**src/rtl/regfile_seq_ctrl.sv**
```systemverilog
// Command sequencer for the 4-entry register file (A, B, C, IX): single-cycle
// register ops plus multi-cycle SAVE/RESTORE block transfers to a byte-wide scratch memory.
module regfile_seq_ctrl #(
  parameter int SAVE_LEN = 4
) (
  input  logic       CLK,
  input  logic       RESET,
  input  logic       CMD_VALID,
  output logic       CMD_READY,
  input  logic [2:0] CMD_OP,
  input  logic [1:0] CMD_DST,
  input  logic [1:0] CMD_SRC,
  input  logic [7:0] CMD_DATA,
  output logic       DONE,
  output logic       ERR,
  output logic       MRWE,
  output logic [1:0] WA,
  output logic [4:0] RA,
  output logic       SWAPR,
  output logic [7:0] RF_IN,
  input  logic [7:0] RF_OUTA,
  output logic [7:0] MEM_ADDR,
  output logic       MEM_WE,
  output logic       MEM_RE,
  output logic [7:0] MEM_WDATA,
  input  logic [7:0] MEM_RDATA
);

  generate
    if (SAVE_LEN != 4) begin : g_bad_cfg
      $error("regfile_seq_ctrl: SAVE_LEN must be 4");
    end
  endgenerate

  localparam logic [2:0] OP_NOP     = 3'd0;
  localparam logic [2:0] OP_LOADI   = 3'd1;
  localparam logic [2:0] OP_MOVE    = 3'd2;
  localparam logic [2:0] OP_SWAP    = 3'd3;
  localparam logic [2:0] OP_SAVE    = 3'd4;
  localparam logic [2:0] OP_RESTORE = 3'd5;

  localparam logic [2:0] IDX_LAST = 3'(SAVE_LEN - 1);
  localparam logic [2:0] IDX_FULL = 3'(SAVE_LEN);

  typedef enum logic [2:0] {
    S_IDLE   = 3'd0,
    S_EXEC1  = 3'd1,
    S_SAVE   = 3'd2,
    S_RST_RD = 3'd3,
    S_RST_WR = 3'd4
  } state_t;

  state_t     state, state_nx;
  logic [2:0] op;
  logic [1:0] dst, src;
  logic [7:0] data;
  logic [7:0] addr;
  logic [2:0] idx;

  always_ff @(posedge CLK) begin
    if (RESET) state <= S_IDLE;
    else       state <= state_nx;
  end

  // Command fields are latched on accept; the block pointers walk during transfers.
  always_ff @(posedge CLK) begin
    if (state == S_IDLE && CMD_VALID) begin
      op   <= CMD_OP;
      dst  <= CMD_DST;
      src  <= CMD_SRC;
      data <= CMD_DATA;
      addr <= CMD_DATA;
      idx  <= 3'd0;
    end else if (state == S_SAVE || state == S_RST_RD || state == S_RST_WR) begin
      addr <= addr + 8'd1;
      idx  <= idx + 3'd1;
    end
  end

  always_comb begin
    state_nx  = state;
    CMD_READY = 1'b0;
    DONE      = 1'b0;
    ERR       = 1'b0;
    MRWE      = 1'b0;
    WA        = 2'd0;
    RA        = 5'd0;
    SWAPR     = 1'b0;
    RF_IN     = 8'd0;
    MEM_ADDR  = 8'd0;
    MEM_WE    = 1'b0;
    MEM_RE    = 1'b0;
    MEM_WDATA = 8'd0;
    case (state)
      S_IDLE: begin
        CMD_READY = 1'b1;
        if (CMD_VALID) begin
          if (CMD_OP == OP_SAVE)         state_nx = S_SAVE;
          else if (CMD_OP == OP_RESTORE) state_nx = S_RST_RD;
          else                           state_nx = S_EXEC1;
        end
      end
      S_EXEC1: begin
        DONE     = 1'b1;
        state_nx = S_IDLE;
        case (op)
          OP_NOP: ;
          OP_LOADI: begin
            MRWE  = 1'b1;
            WA    = dst;
            RF_IN = data;
          end
          OP_MOVE: begin
            RA[1:0] = src;
            RF_IN   = RF_OUTA;
            MRWE    = 1'b1;
            WA      = dst;
          end
          OP_SWAP: begin
            // A self-swap degenerates to a NOP rather than strobing the file.
            if (dst != src) begin
              SWAPR   = 1'b1;
              RA[1:0] = dst;
              RA[3:2] = src;
            end
          end
          default: ERR = 1'b1;
        endcase
      end
      S_SAVE: begin
        RA[1:0]   = idx[1:0];
        MEM_WE    = 1'b1;
        MEM_ADDR  = addr;
        MEM_WDATA = RF_OUTA;
        if (idx == IDX_LAST) begin
          DONE     = 1'b1;
          state_nx = S_IDLE;
        end
      end
      S_RST_RD: begin
        MEM_RE   = 1'b1;
        MEM_ADDR = addr;
        state_nx = S_RST_WR;
      end
      S_RST_WR: begin
        // Memory read data lags the read strobe by one cycle, so the write index trails by one.
        MRWE  = 1'b1;
        WA    = idx[1:0] - 2'd1;
        RF_IN = MEM_RDATA;
        if (idx == IDX_FULL) begin
          DONE     = 1'b1;
          state_nx = S_IDLE;
        end else begin
          MEM_RE   = 1'b1;
          MEM_ADDR = addr;
        end
      end
      default: state_nx = S_IDLE;
    endcase
  end

endmodule

```
**config.mk**
```make
export PLATFORM = sky130hd
export DESIGN_NAME = regfile_seq_ctrl
export DESIGN_NICKNAME = d
export VERILOG_FILES = /design/src/rtl/regfile_seq_ctrl.sv
export SDC_FILE = /design/constraint.sdc
export NUM_CORES = 1
export LEC_CHECK = 0
export CAP_MARGIN = 10
export CORE_ASPECT_RATIO = 0.9
export CORE_MARGIN = 8
export CORE_UTILIZATION = 60
export DETAILED_ROUTE_END_ITERATION = 6
export DONT_BUFFER_PORTS = 1
export PLACE_DENSITY = 0.76
export SYNTH_ARGS = -nofsm -noshare
export SYNTH_HDL_FRONTEND = slang
export SYNTH_SLANG_ARGS = --single-unit
```
**constraint.sdc**
```tcl
create_clock -name CLK -period 4.9 [get_ports CLK]
set_input_delay 0.98 -clock CLK [delete_from_list [all_inputs] [get_ports CLK]]
set_output_delay 0.98 -clock CLK [all_outputs]
set_load 0.005 [all_outputs]
```
==> metrics.md, run 1 <==
| Metric | Value |
|---|---|
| Status | finished, final reports clean |
| Input/output buffers | 0 |
| Area contributors post-synth | edfxtp_1 (39%), dfxtp_1 (6.9%), o21ai_0 (5.4%) |
| Setup Viol. Count Final | 0 |
| DP HPWL | 3360 um |
| Vias/cell | 6.11 |
| Vias in the first global route | 1362 |
| Pleak | 0.617 nW |
| Die height | 67.2 um |
| Syn_area_per_cell | 9.61 sq um |
| Total CTS buffers | 5 |
| Gr ovfl total | 0 |
| Proportion of layout cells with a drive suffix above 1 | 0.0718 |
| Clock Sinks | 29 |
| Post-Syn Instances | 182 |
| Total setup buffers inserted after CTS | 0 |
| Post-synth top area cell | edfxtp_1 |
| Initial Util | 0.631 |
| VDD IR max | 0.206 mV |
| Number of remaining DRC errors | 0 |
| # diodes | 0 |
| Critical Path AT | 1.96 ns |
| Finished Layout Cells | 221 |
| Htree depth | 2 |
| Post-DRT Antenna Nets | 0 |
| Final Hold Fails | 0 |
| Post-synth EDFFs | 23 |
| Mapped Nets | 220 |
| Slew Limit Fails | 0 |
| Mapped cell area | 1750 sq um |
| Worst Max-Slew Pin Slew | 1.12 ns |
| Nets | 218 |
| Initial antenna violation count | 0 |
| Sequential share of the synthesized area | 0.464 |
| Max-cap check violation count | 0 |
| Crit path buffers/inverters | 0 |
| Clock skew | 0.00698 ns |
| CTS tree | done |
| CP max-delay cell | dfxtp_1 |
| Worst Setup End Kind | primary output |
| RSZ-0062 raised after global routing | no |
| Total track usage | 0.182 |
| Row Count | 18 |
| Worst-path clk slew | 0.09 ns |
| Synth top area share | 0.395 |
| Synth async-reset ratio | 0 |
| Cells after DPL | 213 |
| Cell Chain, Critical Path | nor2_1 -> and2_1 -> a21oi_2 -> nor2b_1 |
| Min-Delay Path Class | reg -> reg |
| Drt first pass iters | 4 |
| Setup crit start kind | flip-flop |
| Hold Path Depth | 2 |
| Post-CTS Resized | 0 |
| CP Max Fanout | 15 |
| First-pass GRT wire length | 6730 um |
| Tmin final | 2.94 ns |
| Fin worst setup slack | 1.96 ns |
| 1st-iter DRT viols | 40 |
| Die area | 4900 sq um |
| Fmax | 0.340 GHz |
| #FFs+latches synth | 29 |
| CP max stage delay | 0.59 ns |
| WL per Instance | 19.3 um |
| Crit Path Class | reg -> out |
| I/O pins | 72 |
| Data required, critical path | 3.92 ns |
| GP Congestion | 0.896 |
| Worst skew pair latency | 0.34 ns |
| Main synth FF type | edfxtp_1 |
| Power per cell area | 310 nW/um^2 |
| Critical Path Stages | 4 |
| Yosys Warn Count | 0 |
| Slew Limit Headroom | 0.256 |
| Root buf cell | clkbuf_4 |
| Hold buffers post-CTS | 0 |
| Core area | 2770 sq um |
| DIE WIDTH | 72.9 um |
| Clock buffer depth | 2 |
| Tcrit/Tclk final | 0.600 |
| Gate family responsible for the most delay along the worst path | simple AND/OR/NAND/NOR gates |
| Via count | 1350 |
| Setup WS pre-CTS | 2.36 ns |
| Total wire length | 4270 um |
| Reg2Reg Depth | 3 |
| Setup TNS | 0 ns |
| Pin count of the biggest net entering global routing | 32 |
| Commonest non-fill, non-tap cell in the layout | nand2_1 |
| Area Overhead vs Synth | 2.58% |
| Commonest non-fill, non-tap cells in the layout | nand2_1 (25), edfxtp_1 (23), o21ai_0 (19) |
| Synth unique cells | 41 |
## path summary, 6_finish.rpt
path | from | to | slack, ns
worst min-delay path | idx[2] | idx[2] | 0.58
worst min register to register | idx[2] | idx[2] | 0.58
worst max-delay path | state[1] | MEM_ADDR[3] | 1.96
worst max register to register | state[1] | addr[1] | 2.46
## layer usage
| metal | part of all wire | global-route usage | wire length, um | vias to the layer above |
|---|---|---|---|---|
| met5 | 0 | 0 | 0 | - |
| met4 | 0.018 | 0.112 | 75 | 0 |
| met3 | 0.15 | 0.0947 | 638 | 9 |
| met2 | 0.45 | 0.276 | 1910 | 74 |
| met1 | 0.39 | 0.200 | 1660 | 624 |
| li1 | - | - | - | 643 |
## per-stage QoR
stage	power [W]	instance area (sq um)	hold slack (ns)	util
after floorplan	0.000399	1750	0.512	-
after global placement	0.000414	1740	0.537	0.630
after detailed placement	0.000422	1740	0.559	0.630
after CTS	0.000556	1790	0.581	0.648
after global routing	0.000585	1790	0.611	0.648
final	0.000556	1790	0.581	0.648
## cell usage after synthesis, types with 5 or more instances
library cell  number
xor2_1             6
dfxtp_1            6
and3_1             5
nor2_1             5
and2_1            10
nor2b_1           14
a22oi_1            8
o21ai_0           19
nand3_1            5
edfxtp_1          23
nand2_1           25
## worst reg2reg max path: stages, from the launching register on
cell,delay (ns)
dfxtp_1,0.45
nor3_1,0.40
and2_1,0.93
mux2_2,0.42
## power breakdown
group	internal [W]	leakage (nW)	switching, W
Sequential	0.000298	0.272	0.0000271
Clock	0.0000517	0.0300	0.0000881
Combinational	0.0000397	0.316	0.0000523
## layout make-up
cell class / instances / area, sq um
fillers: 224 / 976
repair buffers: 1 / 7.51
well taps: 40 / 50.0
clock buffers: 5 / 37.5
inverters: 4 / 15.0
multi-input cells: 139 / 861
clock inverters: 3 / 12.5
flip-flops and latches: 29 / 811
## flip-flops by register name (all words and copies together) (netlist names)
register and flops:
addr 8, state 3, src 2, data 8, op 3, dst 2
idx 3
## cell families after synthesis
| logic type | after synthesis | share of synthesized area |
|---|---|---|
| other | 1 | 0.00214 |
| and+or+nand+nor | 78 | 0.239 |
| buffers and inverters | 14 | 0.0443 |
| DFF | 29 | 0.464 |
| AOI/OAI and AO/OA | 44 | 0.159 |
| xor gates and xnor gates | 9 | 0.0451 |
| muxes | 3 | 0.0186 |
| adders and majority gates | 4 | 0.0286 |
No activity file was read; power rests on OpenSTA's default activity.
==> run 2, diff against run 1 <==
--- a/config.mk
+++ b/config.mk
@@ -8,10 +8,10 @@
 export CAP_MARGIN = 10
 export CORE_ASPECT_RATIO = 0.9
 export CORE_MARGIN = 8
-export CORE_UTILIZATION = 60
+export CORE_UTILIZATION = 56
 export DETAILED_ROUTE_END_ITERATION = 6
 export DONT_BUFFER_PORTS = 1
-export PLACE_DENSITY = 0.76
+export PLACE_DENSITY = 0.74
 export SYNTH_ARGS = -nofsm -noshare
 export SYNTH_HDL_FRONTEND = slang
 export SYNTH_SLANG_ARGS = --single-unit
==> constraint.sdc (replaced) <==
create_clock -name CLK -period 2.6 [get_ports CLK]
set_input_delay 0.52 -clock CLK [delete_from_list [all_inputs] [get_ports CLK]]
set_output_delay 0.52 -clock CLK [all_outputs]
set_load 0.005 [all_outputs]
==> run 2 against run 1 <==
Compared with the run above:
- first-iteration DRC count grew 110%
- wire length shrank 4.4%
- die area grew 5.5%
- sequential share of layout area shrank 0.74 points
- clock power grew 86%
- utilization shrank 4.3 points
- critical path depth is the same
- clock skew grew 0.0049 ns
- final area grew 1.7%
- combinational power grew 92%
- critical endpoint unchanged
==> metrics.md, run 2 (synthesis gave the netlist of run 1 again) <==
| Metric | Value |
|---|---|
| Gr ovfl total | 0 (unchanged) |
| Cell Chain, Critical Path | nor2_1 -> and2_1 -> a21oi_2 -> nor2b_1 |
| Initial Util | 0.579 (-0.0521) |
| CP max-delay cell | dfxtp_1 |
| Vias/cell | 5.81 (-5.0%) |
| Nets | 221 (+1.4%) |
| Hold buffers post-CTS | 0 (unchanged) |
| DIE WIDTH | 74.9 um (+2.7%) |
| Total wire length | 4090 um (-4.4%) |
| I/O pins | 72 (unchanged) |
| Clock skew | 0.0119 ns (+0.00490 ns) |
| Clock Sinks | 29 (unchanged) |
| Final cell area excluding filler cells | 1820 sq um (+1.7%) |
| Core Util, Final | 0.604 (-0.0435) |
| Vias in the first global route | 1183 (-13%) |
| CP Max Fanout | 15 (unchanged) |
| First-pass GRT wire length | 6220 um (-7.5%) |
| Slew Limit Fails | 0 (unchanged) |
| R2R Path Start | state[1] |
| Drt first pass iters | 4 (unchanged) |
| Number of remaining DRC errors | 0 (unchanged) |
| Power per cell area | 574 nW/um^2 (+85%) |
| Data required, critical path | 2.08 ns (-1.84 ns) |
| VDD IR max | 0.399 mV (+94%) |
| Crit Path Class | reg -> out |
| RSZ-0062 raised after global routing | no |
| WL per Instance | 18.1 um (-6.5%) |
| Hold path startpoint | RESET |
| Total CTS buffers | 5 (unchanged) |
| Setup TNS | 0 ns (unchanged) |
| Worst skew pair latency | 0.31 ns (-0.03 ns) |
| Proportion of layout cells with a drive suffix above 1 | 0.0978 (+0.0260) |
| CP max stage delay | 0.60 ns (about the same) |
| Slew Limit Headroom | 0.641 (+0.385) |
| Worst Max-Slew Pin Slew | 0.537 ns (-0.578 ns) |
| Total track usage | 0.155 (-0.0267) |
| Worst-path clk slew | 0.10 ns (about the same) |
| Finished Layout Cells | 226 (+2.3%) |
| Commonest non-fill, non-tap cells in the layout | nand2_1 (25), edfxtp_1 (23), o21ai_0 (19) |
| Fmax | 0.413 GHz |
| Die area | 5170 sq um (+5.5%) |
| Post-CTS Resized | 0 (unchanged) |
| 1st-iter DRT viols | 85 (+110%) |
| Setup crit start kind | flip-flop |
| Input/output buffers | 0 (unchanged) |
| # diodes | 0 (unchanged) |
| Area after DPL | 1770 sq um (+1.4%) |
| Setup WS pre-CTS | 0.552 ns (-1.81 ns) |
| Worst Setup End Kind | primary output |
| Status | finished, final reports clean |
| DP HPWL | 3360 um (about the same) |
| Clock buffer depth | 2 (unchanged) |
| Die height | 69.0 um (+2.7%) |
| Min-Delay Path Class | in -> reg |
| Fin worst setup slack | 0.180 ns (-1.78 ns) |
| Setup Viol. Count Final | 0 (unchanged) |
| GP Congestion | 0.857 (-4.3%) |
| Top Registers | addr x8, data x8 |
| Post-DRT Antenna Nets | 0 (unchanged) |
| CP startpoint | state[1] |
| Tmin final | 2.42 ns |
| Root buf cell | clkbuf_4 |
| Via count | 1312 (-2.8%) |
| Cells after DPL | 218 (+2.3%) |
| Htree depth | 2 (unchanged) |
| Commonest non-fill, non-tap cell in the layout | nand2_1 |
| Pin count of the biggest net entering global routing | 16 (-50%) |
| Max-cap check violation count | 0 (unchanged) |
| Core area | 3020 sq um (+9.0%) |
| Pleak | 0.633 nW (+2.6%) |
| Final Hold Fails | 0 (unchanged) |
| Initial antenna violation count | 0 (unchanged) |
| CTS tree | done |
| Area Overhead vs Synth | 4.29% |
| Total setup buffers inserted after CTS | 0 (unchanged) |
| Tcrit/Tclk final | 0.931 |
| Critical Path AT | 1.90 ns (-0.06 ns) |
| Row Count | 19 (+1) |
-- run 2: worst max-delay path, delay by kind of cell (launching register included) --
kind / cells / cell delay, ns
simple gates: 3 / 0.58
compound gates: 1 / 0.42
flops: 1 / 0.60
-- run 2: where the power goes --
group	leakage, nW	total [W]	internal (W)	switching, W
clock	0.0310	0.000260	0.000102	0.000159
combinational	0.331	0.000177	0.0000792	0.0000981
sequential	0.272	0.000609	0.000560	0.0000490
total	0.633	0.00105	0.000741	0.000306
-- run 2: per-stage QoR --
stage | power, W | hold WS [ns]
3_5_place_dp | 0.000796 | 0.559
2_1_floorplan | 0.000752 | 0.512
5_1_grt | 0.00111 | 0.232
6_report | 0.00105 | 0.258
4_1_cts | 0.00105 | 0.247
3_3_place_gp | 0.000785 | 0.545
-- run 2: final timing paths --
check / end / slack (ns) / cells past startpoint
hold / removal: state[2] / 0.26 / 1
setup / recovery: MEM_ADDR[3] / 0.18 / 4
hold reg to reg: idx[2] / 0.58 / 2
setup reg to reg: addr[4] / 0.64 / 4
-- run 2: area by class of cell --
type / count / area (sq um)
Clock buffer: 5 / 37.5
Clock inverter: 3 / 17.5
Fill cell: 264 / 1190
Inverter: 4 / 15.0
Multi-Input combinational cell: 139 / 861
Sequential cell: 29 / 811
Tap cell: 42 / 52.6
Timing Repair Buffer: 4 / 30.0
-- run 2: layer usage --
metal  global-route usage  part of all wire  vias up
met5                    0                 0        -
met4               0.0391             0.012        0
met3               0.0694              0.14        6
met2                0.234              0.45       71
met1                0.193              0.40      589
li1                     -                 -      646
